File: config.mk
export PLATFORM = sky130hd
export DESIGN_NAME = fadd_norm_round_flat
export DESIGN_NICKNAME = d
export VERILOG_FILES = /design/src/rtl/fadd_norm_round_if.sv /design/src/rtl/fadd_norm_round.sv /design/src/flat_wrapper.sv
export SDC_FILE = /design/constraint.sdc
export NUM_CORES = 1
export LEC_CHECK = 0
export CORE_UTILIZATION = 54
export CTS_CLUSTER_DIAMETER = 150
export CTS_CLUSTER_SIZE = 24
export DETAILED_ROUTE_END_ITERATION = 8
export PLACE_DENSITY = 0.8
export REMOVE_ABC_BUFFERS = 1
export SYNTH_ARGS = -nofsm -noshare
export SYNTH_HDL_FRONTEND = slang
export SYNTH_SLANG_ARGS = --single-unit
File: constraint.sdc
create_clock -name clk -period 2.95 [get_ports clk]
set_input_delay 0.59 -clock clk [delete_from_list [all_inputs] [get_ports clk]]
set_output_delay 0.59 -clock clk [all_outputs]
set_load 0.02 [all_outputs]
File: src/rtl/fadd_norm_round_if.sv
// Handshake bundle between the FP16 align/add stage, the normalize/round back end and the result consumer.
// The slave modport is the back end's view; the master modport is the surrounding environment's view.
interface fadd_norm_round_if #(
    parameter int EXP_W  = 5,
    parameter int FRAC_W = 10
);
    logic                    in_valid;
    logic                    in_ready;
    logic                    in_sign;
    logic [EXP_W-1:0]        in_exp;
    logic [FRAC_W+4:0]       in_man;
    logic                    out_valid;
    logic                    out_ready;
    logic [EXP_W+FRAC_W:0]   out_sum;
    logic                    out_inexact;
    logic                    out_overflow;

    modport master (
        output in_valid, in_sign, in_exp, in_man, out_ready,
        input  in_ready, out_valid, out_sum, out_inexact, out_overflow
    );

    modport slave (
        input  in_valid, in_sign, in_exp, in_man, out_ready,
        output in_ready, out_valid, out_sum, out_inexact, out_overflow
    );
endinterface

File: src/rtl/fadd_norm_round.sv
// FP16 adder back end: iterative one-bit-per-cycle normalization followed by round-to-nearest-even,
// packing sign/exponent/fraction into a half-precision result with inexact and overflow flags.
module fadd_norm_round #(
    parameter int EXP_W  = 5,
    parameter int FRAC_W = 10
) (
    input  logic                  clk,
    input  logic                  rst,
    fadd_norm_round_if.slave      bus
);
    localparam int MW = FRAC_W + 5;
    localparam int SW = EXP_W + FRAC_W + 1;
    localparam logic [EXP_W-1:0] EXP_ONE  = {{(EXP_W-1){1'b0}}, 1'b1};
    localparam logic [EXP_W-1:0] EXP_ZERO = {EXP_W{1'b0}};
    localparam logic [EXP_W-1:0] EXP_INF  = {EXP_W{1'b1}};
    localparam logic [FRAC_W-1:0] FRAC_ZERO = {FRAC_W{1'b0}};

    typedef enum logic [1:0] {
        ST_IDLE  = 2'd0,
        ST_NORM  = 2'd1,
        ST_ROUND = 2'd2,
        ST_DONE  = 2'd3
    } state_t;

    state_t            state_q, state_d;
    logic              sign_q, sign_d;
    logic [EXP_W-1:0]  exp_q, exp_d;
    logic [MW-1:0]     man_q, man_d;
    logic [SW-1:0]     sum_q, sum_d;
    logic              inexact_q, inexact_d;
    logic              overflow_q, overflow_d;

    logic [EXP_W:0]    exp_inc_s;
    logic              inc_s;
    logic [FRAC_W+1:0] sig_s;

    function automatic logic rne_inc(input logic lsb, input logic g, input logic r, input logic s);
        return g & (r | s | lsb);
    endfunction

    // Shared datapath terms: exponent increment and the rounded significand (hidden + fraction).
    assign exp_inc_s = {1'b0, exp_q} + {{EXP_W{1'b0}}, 1'b1};
    assign inc_s     = rne_inc(man_q[3], man_q[2], man_q[1], man_q[0]);
    assign sig_s     = {1'b0, man_q[MW-2:3]} + {{(FRAC_W+1){1'b0}}, inc_s};

    // Next-state and datapath control for the normalize/round sequence.
    always_comb begin
        logic [EXP_W:0] exp_rnd;
        logic [FRAC_W-1:0] frac_rnd;
        state_d    = state_q;
        sign_d     = sign_q;
        exp_d      = exp_q;
        man_d      = man_q;
        sum_d      = sum_q;
        inexact_d  = inexact_q;
        overflow_d = overflow_q;
        exp_rnd    = {1'b0, exp_q};
        frac_rnd   = sig_s[FRAC_W-1:0];
        case (state_q)
            ST_IDLE: begin
                if (bus.in_valid) begin
                    sign_d     = bus.in_sign;
                    exp_d      = (bus.in_exp == EXP_ZERO) ? EXP_ONE : bus.in_exp;
                    man_d      = bus.in_man;
                    inexact_d  = 1'b0;
                    overflow_d = 1'b0;
                    state_d    = ST_NORM;
                end else begin
                    state_d = ST_IDLE;
                end
            end
            ST_NORM: begin
                if (man_q == {MW{1'b0}}) begin
                    sum_d   = {sign_q, EXP_ZERO, FRAC_ZERO};
                    state_d = ST_DONE;
                end else if (man_q[MW-1]) begin
                    // Carry-out: fold the dropped bit into sticky; the shifted value cannot carry again.
                    man_d = {1'b0, man_q[MW-1:2], man_q[1] | man_q[0]};
                    if (exp_inc_s == {1'b0, EXP_INF}) begin
                        sum_d      = {sign_q, EXP_INF, FRAC_ZERO};
                        overflow_d = 1'b1;
                        state_d    = ST_DONE;
                    end else begin
                        exp_d   = exp_inc_s[EXP_W-1:0];
                        state_d = ST_ROUND;
                    end
                end else if (man_q[MW-2]) begin
                    state_d = ST_ROUND;
                end else if (exp_q > EXP_ONE) begin
                    man_d = {man_q[MW-2:0], 1'b0};
                    exp_d = exp_q - EXP_ONE;
                end else begin
                    exp_d   = EXP_ZERO;
                    state_d = ST_ROUND;
                end
            end
            ST_ROUND: begin
                if (sig_s[FRAC_W+1]) begin
                    frac_rnd = FRAC_ZERO;
                    exp_rnd  = exp_inc_s;
                end else if ((exp_q == EXP_ZERO) && sig_s[FRAC_W]) begin
                    exp_rnd = {1'b0, EXP_ONE};
                end else begin
                    exp_rnd = {1'b0, exp_q};
                end
                if (exp_rnd >= {1'b0, EXP_INF}) begin
                    sum_d      = {sign_q, EXP_INF, FRAC_ZERO};
                    overflow_d = 1'b1;
                end else begin
                    sum_d      = {sign_q, exp_rnd[EXP_W-1:0], frac_rnd};
                    overflow_d = 1'b0;
                end
                inexact_d = man_q[2] | man_q[1] | man_q[0];
                state_d   = ST_DONE;
            end
            ST_DONE: begin
                if (bus.out_ready) begin
                    state_d = ST_IDLE;
                end else begin
                    state_d = ST_DONE;
                end
            end
            default: begin
                state_d = ST_IDLE;
            end
        endcase
    end

    // State and working registers; reset drops any transaction in flight.
    always_ff @(posedge clk) begin
        if (rst) begin
            state_q    <= ST_IDLE;
            sign_q     <= 1'b0;
            exp_q      <= EXP_ZERO;
            man_q      <= {MW{1'b0}};
            sum_q      <= {SW{1'b0}};
            inexact_q  <= 1'b0;
            overflow_q <= 1'b0;
        end else begin
            state_q    <= state_d;
            sign_q     <= sign_d;
            exp_q      <= exp_d;
            man_q      <= man_d;
            sum_q      <= sum_d;
            inexact_q  <= inexact_d;
            overflow_q <= overflow_d;
        end
    end

    assign bus.in_ready     = (state_q == ST_IDLE);
    assign bus.out_valid    = (state_q == ST_DONE);
    assign bus.out_sum      = sum_q;
    assign bus.out_inexact  = inexact_q;
    assign bus.out_overflow = overflow_q;
endmodule

File: src/flat_wrapper.sv
// flat-port wrapper written by rule: the top's interface ports become plain ports
module fadd_norm_round_flat 
#(
    parameter int EXP_W  = 5,
    parameter int FRAC_W = 10
)
  (clk, rst, bus_in_valid, bus_in_sign, bus_in_exp, bus_in_man, bus_out_ready, bus_in_ready, bus_out_valid, bus_out_sum, bus_out_inexact, bus_out_overflow);
  fadd_norm_round_if #(.EXP_W(EXP_W), .FRAC_W(FRAC_W)) bus_i ();
  input  logic clk;
  input  logic rst;
  input wire logic [$bits(bus_i.in_valid)-1:0] bus_in_valid;
  input wire logic [$bits(bus_i.in_sign)-1:0] bus_in_sign;
  input wire logic [$bits(bus_i.in_exp)-1:0] bus_in_exp;
  input wire logic [$bits(bus_i.in_man)-1:0] bus_in_man;
  input wire logic [$bits(bus_i.out_ready)-1:0] bus_out_ready;
  output wire logic [$bits(bus_i.in_ready)-1:0] bus_in_ready;
  output wire logic [$bits(bus_i.out_valid)-1:0] bus_out_valid;
  output wire logic [$bits(bus_i.out_sum)-1:0] bus_out_sum;
  output wire logic [$bits(bus_i.out_inexact)-1:0] bus_out_inexact;
  output wire logic [$bits(bus_i.out_overflow)-1:0] bus_out_overflow;
  assign bus_i.in_valid = bus_in_valid;
  assign bus_i.in_sign = bus_in_sign;
  assign bus_i.in_exp = bus_in_exp;
  assign bus_i.in_man = bus_in_man;
  assign bus_i.out_ready = bus_out_ready;
  assign bus_in_ready = bus_i.in_ready;
  assign bus_out_valid = bus_i.out_valid;
  assign bus_out_sum = bus_i.out_sum;
  assign bus_out_inexact = bus_i.out_inexact;
  assign bus_out_overflow = bus_i.out_overflow;
  fadd_norm_round #(.EXP_W(EXP_W), .FRAC_W(FRAC_W)) u_core (.clk(clk), .rst(rst), .bus(bus_i));
endmodule
# After elaboration in Yosys (flattened, before gate mapping)
# Cells that the tools add are included.
[totals] regBits=41 output_inout_bits=20
[classes] n_addsub=3 n_lt_le_gt_ge=2 n_eq_ne=14 mux=38 bitwise_logic=5 reduce_logical=16
[ops] operator="$mux 15" n=5
[ops] operator="$mux 16" n=3
[ops] operator="$mux 5" n=8
[ops] operator="$pmux 16 s2" n=1
[ops] operator="$pmux 15 s2" n=1
[ops] operator="$logic_not 15->1" n=1
[ops] operator="$reduce_and 5->1" n=3
[ops] operator="$mux 14" n=1
[ops] operator="$add 11x1->12" n=1
[ops] operator="$mux 6" n=2
[ops] operator="$logic_not 5->1" n=2
[ops] operator="$mux 10" n=1
[ops] operator="$mux 2" n=5
[ops] operator="$pmux 5 s2" n=1
[ops] operator="$ne 3x1->1 const B" n=3
[ops] operator="$pmux 2 s4" n=1
[ops] operator="$mux 1" n=7
[ops] operator="$add 5x1->6 const B" n=1
[ops] operator="$eq 6x5->1 const B" n=1
[ops] operator="$ge 6x5->1 const B" n=1
[ops] operator="$reduce_and 3->1" n=2
[ops] operator="$reduce_bool 2->1" n=3
[ops] operator="$gt 5x1->1 const B" n=1
[ops] operator="$ne 5x2->1 const B" n=1
[ops] operator="other kinds (15)" n=22

# Longest topological paths before layout
# Gate-level depths: netlist of run 1.
[depth] ltp_word=11 depth_mapped=10

# Worst setup path before layout of run 1
# Ideal clock, no wire load.
[synth_timing] kind="register to register" start="reg u_core.state_q[0]" end="reg u_core.exp_q[0]" setup_time_ps=70 arrival_ps=2060 path_slack_ps=820 path_stages_with_launch=11 path_cell_list="dfxtp_1 -> inv_1 -> ha_1 -> clkbuf_1 -> nand2_1 -> o21a_1 -> a21o_1 -> o32a_1 -> buf_4 -> a211o_1 -> a21oi_1"
[synth_via] elab_chain_len=3
[synth_rtl] item="from (decl)" line="fadd_norm_round.sv:25" source="state_t state_q, state_d;"
[synth_rtl] item="from (signal assigned)" line="fadd_norm_round.sv:140" source="state_q <= state_d;"
[synth_rtl] item="$logic_not 2->1 (*)"
[synth_rtl] item="named net bus_in_ready" line="flat_wrapper.sv:16" source="output wire logic [$bits(bus_i.in_ready)-1:0] bus_in_ready;"
[synth_rtl] item="$ne 2x2->1 (no line) / $reduce_bool 2->1 (equally long branches)"
[synth_rtl] item="$reduce_and 5->1 (no line)"
[synth_rtl] item="to (signal assigned)" line="fadd_norm_round.sv:142" source="exp_q <= exp_d;"
[synth_rtl] item="to (decl)" line="fadd_norm_round.sv:27" source="logic [EXP_W-1:0] exp_q, exp_d;"
# The timed path passes the listed nets; every way through them passes the cells marked *.
# A chain may end at the register's enable or synchronous reset.

# Worst setup path after layout of run 1
[layout_timing] start="reg u_core.exp_q[0]" end="reg u_core.exp_q[4]"
[layout_via] elab_chain_len=6
[layout_rtl] item="$sub 5x1->5 / $gt 5x1->1 (equally long branches)" line="fadd_norm_round.sv:91, fadd_norm_round.sv:89"
[layout_rtl] item="$mux 5" line="fadd_norm_round.sv:89" source="end else if (exp_q > EXP_ONE) begin"
[layout_rtl] item="$mux 5" line="fadd_norm_round.sv:87" source="end else if (man_q[MW-2]) begin"
[layout_rtl] item="$mux 5" line="fadd_norm_round.sv:76" source="end else if (man_q[MW-1]) begin"
[layout_rtl] item="$mux 5" line="fadd_norm_round.sv:73" source="if (man_q == {MW{1'b0}}) begin"
[layout_rtl] item="$pmux 5 s2" line="fadd_norm_round.sv:59" source="case (state_q)"
# Parallel ways exist; a longest one is shown, timed or not. The select of a mux whose other input is x is not followed.

==> impl_metrics.ini, run 1 <==
[cts]
postCtsResizedCells = 0
post-cts-setup-buffers = 0
cts_max_level = 2
cts_buffers = 5
clockBufferDepth = 2
cts_tree = built
clk_latency_ps = 300
clkSlewWorstSetupHoldPaths_ps = 80
root_buffer = clkbuf_8
clock_sinks = 41
ctsHoldBuffers = 0

[place]
placed_cells = 437
gp_congestion = 0.923
portBuffers = 44
hpwl_um = 4990

[setup_path]
r2r-start = u_core.exp_q[0]
critPathLaunch = u_core.exp_q[0]
worstSetupStartpointType = flop
path_max_fanout = 13
required_ps = 3150
arrival_ps = 2660
critPathKind = reg2reg
worstSetupEndpointType = flop

[yosys]
synthTopCellsByCount = dfxtp_1, nand2_1, nor2_1
ys_seq_area_share_pct = 29.4
ys.flop_type = dfxtp_1
async_flop_share_pct = 0
synth_area_per_cell_um2 = 7.95
ys_types = 62
synth_warnings = 0
yosysTopAreaCellShare_pct = 29.4
synth_most_common_cell = dfxtp_1
netlist_area_um2 = 2790
synth_edf_count = 0
synth_area_leaders = dfxtp_1, a21oi_1, nand2_1
yosysTopAreaCell = dfxtp_1
ys_ff_latch = 41
synthCells = 351

[pwr]
leakage_nw = 1.19
power_density_nw_per_um2 = 948
ir_worst_vdd_uv = 679

[layout]
area_growth_pct = 18.6
utilization_pct = 68.3
fin_nets = 411
drive_gt1_share_pct = 7.67
insertedDiodeCount = 0
fin_cells = 445

[floorplanning]
initial_utilization_pct = 57.6
core_area_um2 = 4850
die_area_um2 = 5460
io_pins = 45
die-width_um = 73.9
die_h_um = 73.9
rows = 25

[drt]
drt_iter0_drc = 204
ant_nets = 0
drc_errors = 0
via_per_inst = 6.01
wl_um = 6910
drt-pass1-iter-count = 5
wire_per_inst_um = 15.5
via_count = 2676

[global_route]
grt_pass1_wl_um = 11400
grt_overflow = 0
grt_max_degree = 29
grt-busiest-layer = met2
use_met2_pct = 43.6
met1_usage_pct = 37.6
grt_use_total_pct = 27.4
grt_antenna_before_repair = 0
use_met3_pct = 4.80
grt_pass1_vias = 2399

[status]
status = finished clean

[worst_hold_path]
hp-class = reg2reg
hp-start = u_core.bus.out_sum[0]

[timing]
timing.final.crit_share_pct = 83.3
maxSlewViolCount = 0
rsz0062_at_grt = no
skew_ps = 6.24
finalCriticalPeriod_ps = 2460
setup_viol = 0
max_freq_ghz = 0.407
hold_viol_final = 0
worst_pin_slew_ps = 615
slew-limit-headroom_pct = 58.7
setup_tns_ps = 0

[run]
cap_violations = 0
[worst max-delay path: stages, from the launching register on]
cell and delay (ps):
dfxtp_1 460, ha_1 350, nand2b_1 240, a211oi_4 380, o21bai_1 240, o32a_1 400, mux2i_1 240, nor2_1 50
[report_power, final]
part	internal, mW	switching [mW]
sequential	0.725	0.338
combinational	0.675	0.936
clock	0.253	0.211
[sequential cells by signal, indices dropped and copies added, names as in the netlist]
signal,cells
u_core.bus.out_inexact,1
u_core.bus.out_overflow,1
u_core.bus.out_sum,16
u_core.exp_q,5
u_core.man_q,15
u_core.sign_q,1
u_core.state_q,2
[metrics by stage]
stage / power (mW) / setup WS [ps] / hold slack, ps / instance area [um^2]
2_1_floorplan: 2.14 / 497 / 426 / 2620
3_3_place_gp: 2.61 / 592 / 438 / 3200
3_5_place_dp: 2.64 / 530 / 445 / 3200
4_1_cts: 3.12 / 514 / 455 / 3310
5_1_grt: 3.35 / 292 / 478 / 3310
6_report: 3.14 / 491 / 452 / 3310
[area by class of cell]
| class | count | area (um^2) |
|---|---|---|
| clock buffers | 5 | 68.8 |
| well taps | 67 | 83.8 |
| clock inverters | 3 | 46.3 |
| inverters | 9 | 33.8 |
| multi-input cells | 269 | 1760 |
| flip-flops and latches | 41 | 821 |
| repair buffers | 51 | 493 |
| fillers | 430 | 1540 |
[final timing paths]
check | endpoint | slack, ps | cells past startpoint
setup / recovery | u_core.exp_q[4] | 490 | 7
hold / removal | u_core.bus.out_sum[0] | 450 | 2
setup reg to reg | u_core.exp_q[4] | 490 | 7
hold reg to reg | u_core.bus.out_sum[0] | 450 | 2
[cell usage in the layout, fill, tap and decap left out, types with 12 or more instances in the layout]
cell / Yosys / routed
nand2_1: 32 / 32
clkdlybuf4s50_1: 0 / 44
and3_1: 15 / 15
dfxtp_1: 41 / 41
a221oi_1: 13 / 13
nor2_1: 29 / 29
a211oi_1: 12 / 12
a21oi_1: 26 / 26
nand3_1: 18 / 18
o21ai_0: 16 / 16
nor3_1: 14 / 14
[kinds of logic (layout without fill, tap and decap cells)]
logic type	after synthesis	in the layout	share of synthesized area (%)
AOI/OAI and AO/OA	100	100	26.4
xor gates and xnor gates	13	13	4.08
adders and majority gates	9	9	4.03
buffers and inverters	41	68	7.40
DFF	41	41	29.4
muxes	1	1	0.359
and+or+nand+nor	146	146	28.4
[metal layers]
metal  share of wire [%]  vias to the layer above
met5                   0                        -
met2                  46                       93
li1                    -                     1336
met3                 5.7                       16
met4                 2.0                        0
met1                  46                     1231
(Power assumes the default switching activity.)
==> inputs of run 2 (changes only) <==
Settings changed: CORE_UTILIZATION 54 to 49, PLACE_DENSITY 0.8 to 0.77.
Clock period 2.95 ns to 2 ns, I/O delays scaled along.
==> impl_metrics.ini, run 2 (synthesis gave the netlist of run 1 again) <==
[timing]
hold_viol_final = 0
finalCriticalPeriod_ps = 2020
timing.final.crit_share_pct = 101
skew_ps = 3.99
max_freq_ghz = 0.495
setup_viol = 2
rsz0062_at_grt = yes
maxSlewViolCount = 0
fin_ws_ps = -20.1
worst_pin_slew_ps = 431
slew-limit-headroom_pct = 71.2

[worst_hold_path]
hp-start = u_core.bus.out_sum[3]
min_to = u_core.bus.out_sum[3]
hp-class = reg2reg
whs_path_depth = 2

[setup_path]
reg2reg_to = u_core.bus.out_sum[9]
required_ps = 2180
worstSetupEndpointType = flop
r2r_slack_ps = -20
arrival_ps = 2200
r2r-start = u_core.man_q[11]
r2r_cells = 6
worstSetupStartpointType = flop
critPathKind = reg2reg
path_max_fanout = 7

[global_route]
grt_pass1_vias = 2684
grt_pass1_wl_um = 13000
grt_use_total_pct = 27.1
grt_max_degree = 25
grt_overflow = 0
grt_antenna_before_repair = 0

[place]
portBuffers = 44
dpl_worst_slack_ps = -93.7
hpwl_um = 5930
gp_congestion = 0.928

[cts]
clock_sinks = 41
ctsHoldBuffers = 0
root_buffer = clkbuf_8
cts_buffers = 5
clk_latency_ps = 300
clockBufferDepth = 2
cts_max_level = 2
cts_tree = built
clkSlewWorstSetupHoldPaths_ps = 80

[layout]
fin_nets = 461
largest_reg_flops = 16
most-common-layout-cells = buf_4, clkdlybuf4s50_1, dfxtp_1
mostFrequentLayoutCell = buf_4
insertedDiodeCount = 0
drive_gt1_share_pct = 24.1
utilization_pct = 70.3
area_growth_pct = 38.7

[floorplanning]
rows = 27
die-width_um = 77.5
die_h_um = 77.5
initial_utilization_pct = 50.7
core_area_um2 = 5510
die_area_um2 = 6000
io_pins = 45

[drt]
via_per_inst = 6.14
drt-met1-wl_um = 3760
drt_iter0_drc = 336
drt-pass1-iter-count = 7
drc_errors = 0
route.met2.wl_um = 4330
ant_nets = 0
top_layer = met4
via_count = 3070
wl_met3_um = 565
wl_um = 8910
wire_per_inst_um = 17.8

[pwr]
total_power_mw = 5.77
ir_worst_vdd_uv = 814
power_density_nw_per_um2 = 1490
leakage_nw = 1.53

[status]
status = finished with violations
violations = setup timing

[run]
cap_violations = 0
## run 2: changes by cell type in the layout (fill, tap and decap cells not counted), moves of 4 or more
cell	previous run	this run
o21ai_0	16	12
buf_6	0	4
dfxtp_2	0	4
o21ai_1	2	6
buf_4	7	51
dfxtp_1	41	36
## run 2: critical path, stage by stage, from the launching register on
cell and delay [ps]:
dfxtp_1 560, and4_1 270, nand3_1 120, xnor2_2 180, a211o_1 330, a211oi_4 310
o41ai_2 120
## run 2: stage by stage
| stage | hold WS (ps) | std cells | instance area, um^2 | TNS, ps |
|---|---|---|---|---|
| floorplan | 426 | 319 | 2620 | -6790 |
| global placement | 437 | 486 | 3540 | -192 |
| detailed placement | 443 | 486 | 3540 | -303 |
| CTS | 454 | 494 | 3680 | 0 |
| global route | 465 | 500 | 3870 | -787 |
| finish | 453 | 500 | 3870 | -20.2 |
## run 2: final cells by class
| cell class | instances | area [um^2] |
|---|---|---|
| clock buffers | 7 | 86.3 |
| clock inverters | 1 | 30.0 |
| fillers | 448 | 1640 |
| inverters | 9 | 33.8 |
| multi-input cells | 269 | 1890 |
| flip-flops and latches | 41 | 830 |
| well taps | 72 | 90.1 |
| repair buffers | 101 | 915 |
## run 2: how the worst max path moves through the flow
stage	start	endpoint	slack [ps]	depth (start not counted)
2_1_floorplan	u_core.state_q[1]	u_core.man_q[12]	-450	7
3_3_place_gp	bus_in_valid	u_core.exp_q[0]	-60	7
3_5_place_dp	bus_in_valid	u_core.exp_q[2]	-90	7
4_1_cts	u_core.exp_q[0]	u_core.man_q[11]	3	9
5_1_grt	u_core.exp_q[0]	u_core.man_q[1]	-80	10
6_report	u_core.man_q[11]	u_core.bus.out_sum[9]	-20	6
## run 2: routing by layer
metal | GRT usage (%) | vias up
met5 | 0 | -
met4 | 9.62 | 0
met3 | 4.00 | 34
met2 | 45.7 | 163
met1 | 35.0 | 1437
li1 | - | 1436
## run 2: report_power, final
part,switching [mW],internal (mW)
Combinational,1.94,1.68
Clock,0.316,0.408
Sequential,0.344,1.08
Total,2.60,3.17
## run 2: what timing repair did
item	in CTS	in global routing
buffers inserted	0	4
resized for setup	6	39
cloned	0	2
pin swaps	1	11
endpoints found under the setup margin	11	35
